$ cat config.mk
export PLATFORM = sky130hd
export DESIGN_NAME = dlbf_coeffs_m_axis
export DESIGN_NICKNAME = d
export VERILOG_FILES = /design/src/rtl/dlbf_coeffs_m_axis.sv
export SDC_FILE = /design/constraint.sdc
export NUM_CORES = 1
export LEC_CHECK = 0
export BUFFER_PORTS_ARGS = -buffer_cell sky130_fd_sc_hd__buf_2
export CAP_MARGIN = 25
export CORE_ASPECT_RATIO = 1.75
export CORE_MARGIN = 10
export CORE_UTILIZATION = 37
export DETAILED_ROUTE_END_ITERATION = 8
export PLACE_DENSITY = 0.53
export SYNTH_ARGS = -nofsm -noshare
export SYNTH_HDL_FRONTEND = slang
export SYNTH_SLANG_ARGS = --single-unit
$ cat constraint.sdc
create_clock -name m_axis_clk -period 9.4 [get_ports m_axis_clk]
set_clock_uncertainty 0.1 [all_clocks]
set_input_delay 0.47 -clock m_axis_clk [delete_from_list [all_inputs] [get_ports m_axis_clk]]
set_output_delay 0.47 -clock m_axis_clk [all_outputs]
set_load 0.1 [all_outputs]
$ cat src/rtl/dlbf_coeffs_m_axis.sv
// dlbf_coeffs_m_axis
//   Streams beamforming coefficients out of BRAM port B as an AXI4-Stream
//   master. A go rise latches the run parameters and reads niter blocks of
//   block_size words. The address wraps at rollover_addr. Read data lands in a
//   small output FIFO that drives the stream.
//
// Ports
//   m_axis_clk, m_axis_rst_n : clock / asynchronous active-low reset
//   soft_rst                 : synchronous abort, same effect as reset
//   go                       : level, rising edge starts a run
//   niter, block_size        : blocks per run, words per block (latched)
//   rollover_addr            : last valid address before wrapping to 0 (latched)
//   bram_addrb/enb/doutb     : BRAM port-B read interface
//   m_axis_tdata/tvalid/tready/tlast : stream output
//   done                     : run-complete level, cleared when go drops
//   addrb_wire               : registered next read address, for CDC back
module dlbf_coeffs_m_axis #(
  parameter int DATA_WIDTH   = 128,
  parameter int READ_LATENCY = 2,
  parameter int FIFO_DEPTH   = 4
) (
  input  logic                  m_axis_clk,
  input  logic                  m_axis_rst_n,
  input  logic                  soft_rst,
  input  logic                  go,
  input  logic [11:0]           niter,
  input  logic [11:0]           block_size,
  input  logic [15:0]           rollover_addr,
  output logic [15:0]           bram_addrb,
  output logic                  bram_enb,
  input  logic [DATA_WIDTH-1:0] bram_doutb,
  output logic [DATA_WIDTH-1:0] m_axis_tdata,
  output logic                  m_axis_tvalid,
  input  logic                  m_axis_tready,
  output logic                  m_axis_tlast,
  output logic                  done,
  output logic [15:0]           addrb_wire
);
  localparam int PTR_W = (FIFO_DEPTH > 1) ? $clog2(FIFO_DEPTH) : 1;
  localparam int CNT_W = $clog2(FIFO_DEPTH + 1);

  localparam logic [1:0] S_IDLE  = 2'd0;
  localparam logic [1:0] S_RUN   = 2'd1;
  localparam logic [1:0] S_DRAIN = 2'd2;
  localparam logic [1:0] S_DONE  = 2'd3;

  logic [1:0]              state_q, state_d;
  logic                    go_prev_q, go_prev_d;
  logic [11:0]             niter_q, niter_d;
  logic [11:0]             bsize_q, bsize_d;
  logic [15:0]             roll_q, roll_d;
  logic [15:0]             addr_q, addr_d;
  logic [11:0]             word_cnt_q, word_cnt_d;
  logic [11:0]             blk_cnt_q, blk_cnt_d;
  logic [READ_LATENCY-1:0] pipe_vld_q, pipe_vld_d;
  logic [READ_LATENCY-1:0] pipe_last_q, pipe_last_d;
  logic [FIFO_DEPTH-1:0]   fifo_last_q, fifo_last_d;
  logic [PTR_W-1:0]        wr_ptr_q, wr_ptr_d;
  logic [PTR_W-1:0]        rd_ptr_q, rd_ptr_d;
  logic [CNT_W-1:0]        fifo_count_q, fifo_count_d;
  logic                    done_q, done_d;

  logic [DATA_WIDTH-1:0]   fifo_mem [FIFO_DEPTH];

  logic go_rise;
  logic issue;
  logic issue_last;
  logic fifo_wr;
  logic fifo_pop;
  int   inflight;

  function automatic logic [PTR_W-1:0] ptr_inc(input logic [PTR_W-1:0] p);
    return (p == PTR_W'(FIFO_DEPTH - 1)) ? '0 : p + 1'b1;
  endfunction

  assign m_axis_tvalid = (fifo_count_q != '0);
  // Head is masked while empty so idle/reset data reads as zero.
  assign m_axis_tdata  = m_axis_tvalid ? fifo_mem[rd_ptr_q] : '0;
  assign m_axis_tlast  = m_axis_tvalid & fifo_last_q[rd_ptr_q];
  assign bram_enb      = issue;
  assign bram_addrb    = addr_q;
  assign addrb_wire    = addr_q;
  assign done          = done_q;

  always_comb begin
    state_d      = state_q;
    go_prev_d    = go;
    niter_d      = niter_q;
    bsize_d      = bsize_q;
    roll_d       = roll_q;
    addr_d       = addr_q;
    word_cnt_d   = word_cnt_q;
    blk_cnt_d    = blk_cnt_q;
    fifo_last_d  = fifo_last_q;
    wr_ptr_d     = wr_ptr_q;
    rd_ptr_d     = rd_ptr_q;

    go_rise  = go & ~go_prev_q;
    fifo_pop = m_axis_tvalid & m_axis_tready;
    fifo_wr  = pipe_vld_q[READ_LATENCY-1];

    inflight = 0;
    for (int i = 0; i < READ_LATENCY; i++) begin
      inflight = inflight + int'(pipe_vld_q[i]);
    end

    // Credit: every outstanding read already owns a FIFO slot.
    issue      = (state_q == S_RUN) && ((int'(fifo_count_q) + inflight) < FIFO_DEPTH);
    issue_last = (word_cnt_q == bsize_q - 12'd1);

    // Valid/last shadow of the BRAM read pipeline.
    pipe_vld_d[0]  = issue;
    pipe_last_d[0] = issue & issue_last;
    for (int i = 1; i < READ_LATENCY; i++) begin
      pipe_vld_d[i]  = pipe_vld_q[i-1];
      pipe_last_d[i] = pipe_last_q[i-1];
    end

    if (fifo_wr) begin
      fifo_last_d[wr_ptr_q] = pipe_last_q[READ_LATENCY-1];
      wr_ptr_d              = ptr_inc(wr_ptr_q);
    end
    if (fifo_pop) begin
      rd_ptr_d = ptr_inc(rd_ptr_q);
    end
    fifo_count_d = fifo_count_q + CNT_W'(fifo_wr) - CNT_W'(fifo_pop);

    case (state_q)
      S_IDLE: begin
        if (go_rise) begin
          niter_d    = niter;
          bsize_d    = block_size;
          roll_d     = rollover_addr;
          addr_d     = '0;
          word_cnt_d = '0;
          blk_cnt_d  = '0;
          state_d    = (niter == 12'd0 || block_size == 12'd0) ? S_DONE : S_RUN;
        end
      end
      S_RUN: begin
        if (issue) begin
          addr_d = (addr_q == roll_q) ? 16'd0 : addr_q + 16'd1;
          if (issue_last) begin
            word_cnt_d = '0;
            blk_cnt_d  = blk_cnt_q + 12'd1;
            if (blk_cnt_q == niter_q - 12'd1) begin
              state_d = S_DRAIN;
            end
          end else begin
            word_cnt_d = word_cnt_q + 12'd1;
          end
        end
      end
      S_DRAIN: begin
        // Pipeline empty and the FIFO either empty or losing its last beat now.
        if (inflight == 0 && fifo_count_q == CNT_W'(fifo_pop)) begin
          state_d = S_DONE;
        end
      end
      S_DONE: begin
        if (!go) begin
          state_d = S_IDLE;
        end
      end
      default: state_d = S_IDLE;
    endcase

    // done tracks entry into DONE; an empty run reaches DONE straight from
    // IDLE, and there done lags one cycle so it appears two cycles after go.
    done_d = (state_d == S_DONE) && (state_q != S_IDLE);

    if (soft_rst) begin
      state_d      = S_IDLE;
      go_prev_d    = 1'b0;
      niter_d      = '0;
      bsize_d      = '0;
      roll_d       = '0;
      addr_d       = '0;
      word_cnt_d   = '0;
      blk_cnt_d    = '0;
      pipe_vld_d   = '0;
      pipe_last_d  = '0;
      fifo_last_d  = '0;
      wr_ptr_d     = '0;
      rd_ptr_d     = '0;
      fifo_count_d = '0;
      done_d       = 1'b0;
    end
  end

  always_ff @(posedge m_axis_clk or negedge m_axis_rst_n) begin
    if (!m_axis_rst_n) begin
      state_q      <= S_IDLE;
      go_prev_q    <= 1'b0;
      niter_q      <= '0;
      bsize_q      <= '0;
      roll_q       <= '0;
      addr_q       <= '0;
      word_cnt_q   <= '0;
      blk_cnt_q    <= '0;
      pipe_vld_q   <= '0;
      pipe_last_q  <= '0;
      fifo_last_q  <= '0;
      wr_ptr_q     <= '0;
      rd_ptr_q     <= '0;
      fifo_count_q <= '0;
      done_q       <= 1'b0;
    end else begin
      state_q      <= state_d;
      go_prev_q    <= go_prev_d;
      niter_q      <= niter_d;
      bsize_q      <= bsize_d;
      roll_q       <= roll_d;
      addr_q       <= addr_d;
      word_cnt_q   <= word_cnt_d;
      blk_cnt_q    <= blk_cnt_d;
      pipe_vld_q   <= pipe_vld_d;
      pipe_last_q  <= pipe_last_d;
      fifo_last_q  <= fifo_last_d;
      wr_ptr_q     <= wr_ptr_d;
      rd_ptr_q     <= rd_ptr_d;
      fifo_count_q <= fifo_count_d;
      done_q       <= done_d;
    end
  end

  // Payload storage needs no reset: the head is masked until written.
  always_ff @(posedge m_axis_clk) begin
    if (fifo_wr) begin
      fifo_mem[wr_ptr_q] <= bram_doutb;
    end
  end

endmodule

==> run metrics <==
Detailed Route WL around 65 mm; Hold Fails Final Rpt 0; Worst-Margin Slew 0.868 ns; Post-synth top flop edfxtp_1; Final setup viols 0; port bufs 336; vias in the first global route 16,200; Syn Std Cell Area 0.0250 sq mm; Seq pwr share 0.358; Post-CTS Setup Bufs 0; initial antenna violation count 6; Final Cycle Share 0.482; global-route wire length before repair between 100 and 150 mm; Worst EP required a little under 9 ns; WS Path Type register to output port; most frequent CP cell buf_4; worst reg-to-reg path cell count 9; Final Util 0.464; wire per inst between 20 and 25 microns; Layout fillers just under 6,000; Comb power frac 0.374; Die W roughly 220 microns; final worst path period need about 4.5 ns; hpwl dp roughly 42 mm; RSZ-0062 raised after global routing false; most frequent cells in the layout edfxtp_1, buf_2, dlygate4sd3_1; Crit path arrival time 3.96 ns; Worst Hold Class input port to register; cts bufs inserted 58; Max Freq roughly 220 MHz; status finished clean; Post-synth EDFFs between 500 and 600; FF+latch count, synth 611; Sw Ratio 0.419; largest fanout on the critical path 39; Setup crit end m_axis_tdata[83]; PnR worst setup slack approximately 5 ns; Placer Congestion 0.762; Area Growth Syn to Fin 24.7%; Slew Limit Fails 0; crit start category register; R2R Setup Slk roughly 6 ns; LEAKAGE 0.0113 uW; most common cell after layout, fill and taps aside edfxtp_1; # Max-Cap Violations 0; area of the core ~0.067 sq mm; Initial Util 0.372; largest net degree at the start of global routing between 70 and 80; clock sink count around 600; Peak VDD IR between 200 and 300 uV; synth unique cells 65; Pint roughly 5000 uW; drt first-iter violations approximately 800; pwr/cell area 275 mW/mm^2; Avg Synthesized Cell Area approximately 17 sq um; Clock Path Buffers 3; worst-path cell chain buf_4 > buf_4 > mux4_2 > and2_1 > buf_2; die area about 0.079 sq mm; pre-CTS WS 5.29 ns; Post-synth ARST share 0.162; Worst-Skew Late Latency between 0.6 and 0.7 ns; post-route setup TNS 0 ns; Worst-path clk slew ~0.060 ns; CTS tree done; CTS root buf clkbuf_16; syn nets ~1,700; Sw Pwr ~3600 uW; vias per std cell between 5 and 6; drt drc 0; # IOs about 340; post-synthesis sequential area ratio 0.714; headroom to the max-slew limit 0.421; Synth warnings 0; drt pass-1 iters 4; die height approximately 360 microns; layout cell share with drive strength beyond 1 0.293; total power 8580 uW; cell count after synthesis between 1,000 and 1,500; total grt overflow 0; FF-to-FF Start bsize_q[0]; power share of the clock group 0.268; reg2reg end word_cnt_q[8]; GRT Total Usage 0.165; crit path launch rd_ptr_q[0]; Antenna Nets Post-Route 0; Critical Path Max Stage Delay just under 1 ns; CP max stage cell dfrtp_4; Vias roughly 15,000; H-tree depth reported by CTS 2; CP Capture Type output port; fin nets around 2,200; std cell rows about 130
[flip-flops by register name, indices dropped and copies added, names as in the netlist, 2 cells and up]
register	cells
wr_ptr_q	2
niter_q	12
fifo_last_q	4
bsize_q	12
rd_ptr_q	2
fifo_count_q	3
roll_q	16
pipe_last_q	2
blk_cnt_q	12
addrb_wire	16
state_q	2
fifo_mem	512
word_cnt_q	12
pipe_vld_q	2
[stage by stage]
stage / hold WS (ns) / instance area, sq um / instances
3_5_place_dp: 0.344 / 27600 / 2635
3_3_place_gp: 0.342 / 27600 / 2635
5_1_grt: 0.159 / 31200 / 2913
6_report: 0.150 / 31200 / 2914
2_1_floorplan: 0.0744 / 25000 / 1469
4_1_cts: 0.0901 / 31200 / 2911
[power groups by stage]
stage                     combinational, uW  sequential (uW)  clock (uW)
after global placement                 3190             3130           0
final                                  3210             3070        2300
after CTS                              3270             3080        2380
after detailed placement               3200             3130           0
after floorplan                        2610             3070           0
after global routing                   3360             3080        2480
[cells in the mapped netlist (2+ instances only)]
master | instances | area, sq um
a21oi_1 | 67 | 335
inv_1 | 20 | 75.1
nand4_1 | 8 | 50.1
nor4_1 | 13 | 81.3
dfrtp_1 | 99 | 2480
nor3b_1 | 4 | 30.0
or4_4 | 2 | 22.5
o211ai_1 | 5 | 37.5
or4_1 | 3 | 22.5
xor2_1 | 34 | 298
nand2_1 | 117 | 439
a211o_1 | 4 | 35.0
buf_6 | 2 | 22.5
nor3_1 | 14 | 70.1
mux2_2 | 2 | 22.5
clkbuf_1 | 54 | 203
ha_1 | 15 | 188
and3_1 | 9 | 56.3
and2_1 | 135 | 845
nor2_1 | 41 | 154
mux2i_1 | 2 | 20.0
nand3_1 | 25 | 125
or2_2 | 2 | 12.5
a221o_1 | 2 | 20.0
buf_1 | 13 | 48.8
nand2b_1 | 9 | 56.3
buf_4 | 16 | 120
nor2b_1 | 4 | 25.0
o21ai_0 | 22 | 110
or3_1 | 12 | 75.1
mux4_2 | 129 | 2910
nand4b_1 | 2 | 17.5
xnor2_1 | 30 | 263
a31oi_1 | 11 | 68.8
edfxtp_1 | 512 | 15400
[how the worst min path moves through the flow]
stage | endpoint | slack [ns] | from | depth (start not counted)
global placement | bsize_q[9] | 0.34 | m_axis_rst_n | 1
floorplan | addrb_wire[0] | 0.07 | m_axis_rst_n | 0
finish | rd_ptr_q[1] | 0.15 | m_axis_tready | 4
CTS | rd_ptr_q[1] | 0.09 | m_axis_tready | 4
global route | rd_ptr_q[1] | 0.16 | m_axis_tready | 4
detailed placement | bsize_q[10] | 0.34 | m_axis_rst_n | 1
[kinds of logic after synthesis]
group,Yosys count,synth area share
mux,133,0.118
simple gates,412,0.0883
flops,611,0.714
compound gates,127,0.0303
buf+inv,106,0.0190
xor+xnor,64,0.0224
fa+ha+maj,16,0.00831
[layer usage]
layer | vias up | share of wire | track usage
met5 | - | 0.00071 | 0
met4 | 8 | 0.025 | 0.0507
met3 | 101 | 0.060 | 0.0413
met2 | 386 | 0.53 | 0.301
met1 | 7463 | 0.38 | 0.185
li1 | 6625 | - | -
[area by class of cell]
cell class	instances	area, sq um	share of cell area
Clock buffer	73	1510	0.0483
Multi-Input combinational cell	752	6710	0.215
Clock inverter	33	345	0.0111
Sequential cell	611	17900	0.573
Timing Repair Buffer	527	3560	0.114
Tap cell	896	1120	0.0359
Inverter	20	75.1	0.00241
Antenna cell	2	5.00	0.000160
[critical path, delay by kind of cell (launching register included)]
family / cells / cell delay (ns)
simple gates: 1 / 0.21
buf+inv: 3 / 1.53
flops: 1 / 0.97
mux: 1 / 0.59
[what timing repair did]
action	in CTS	in global routing
resized for setup	0	0
endpoints found under the hold margin	581	0
hold buffers	170	0
Note: power is estimated with default switching activity, not from simulation.
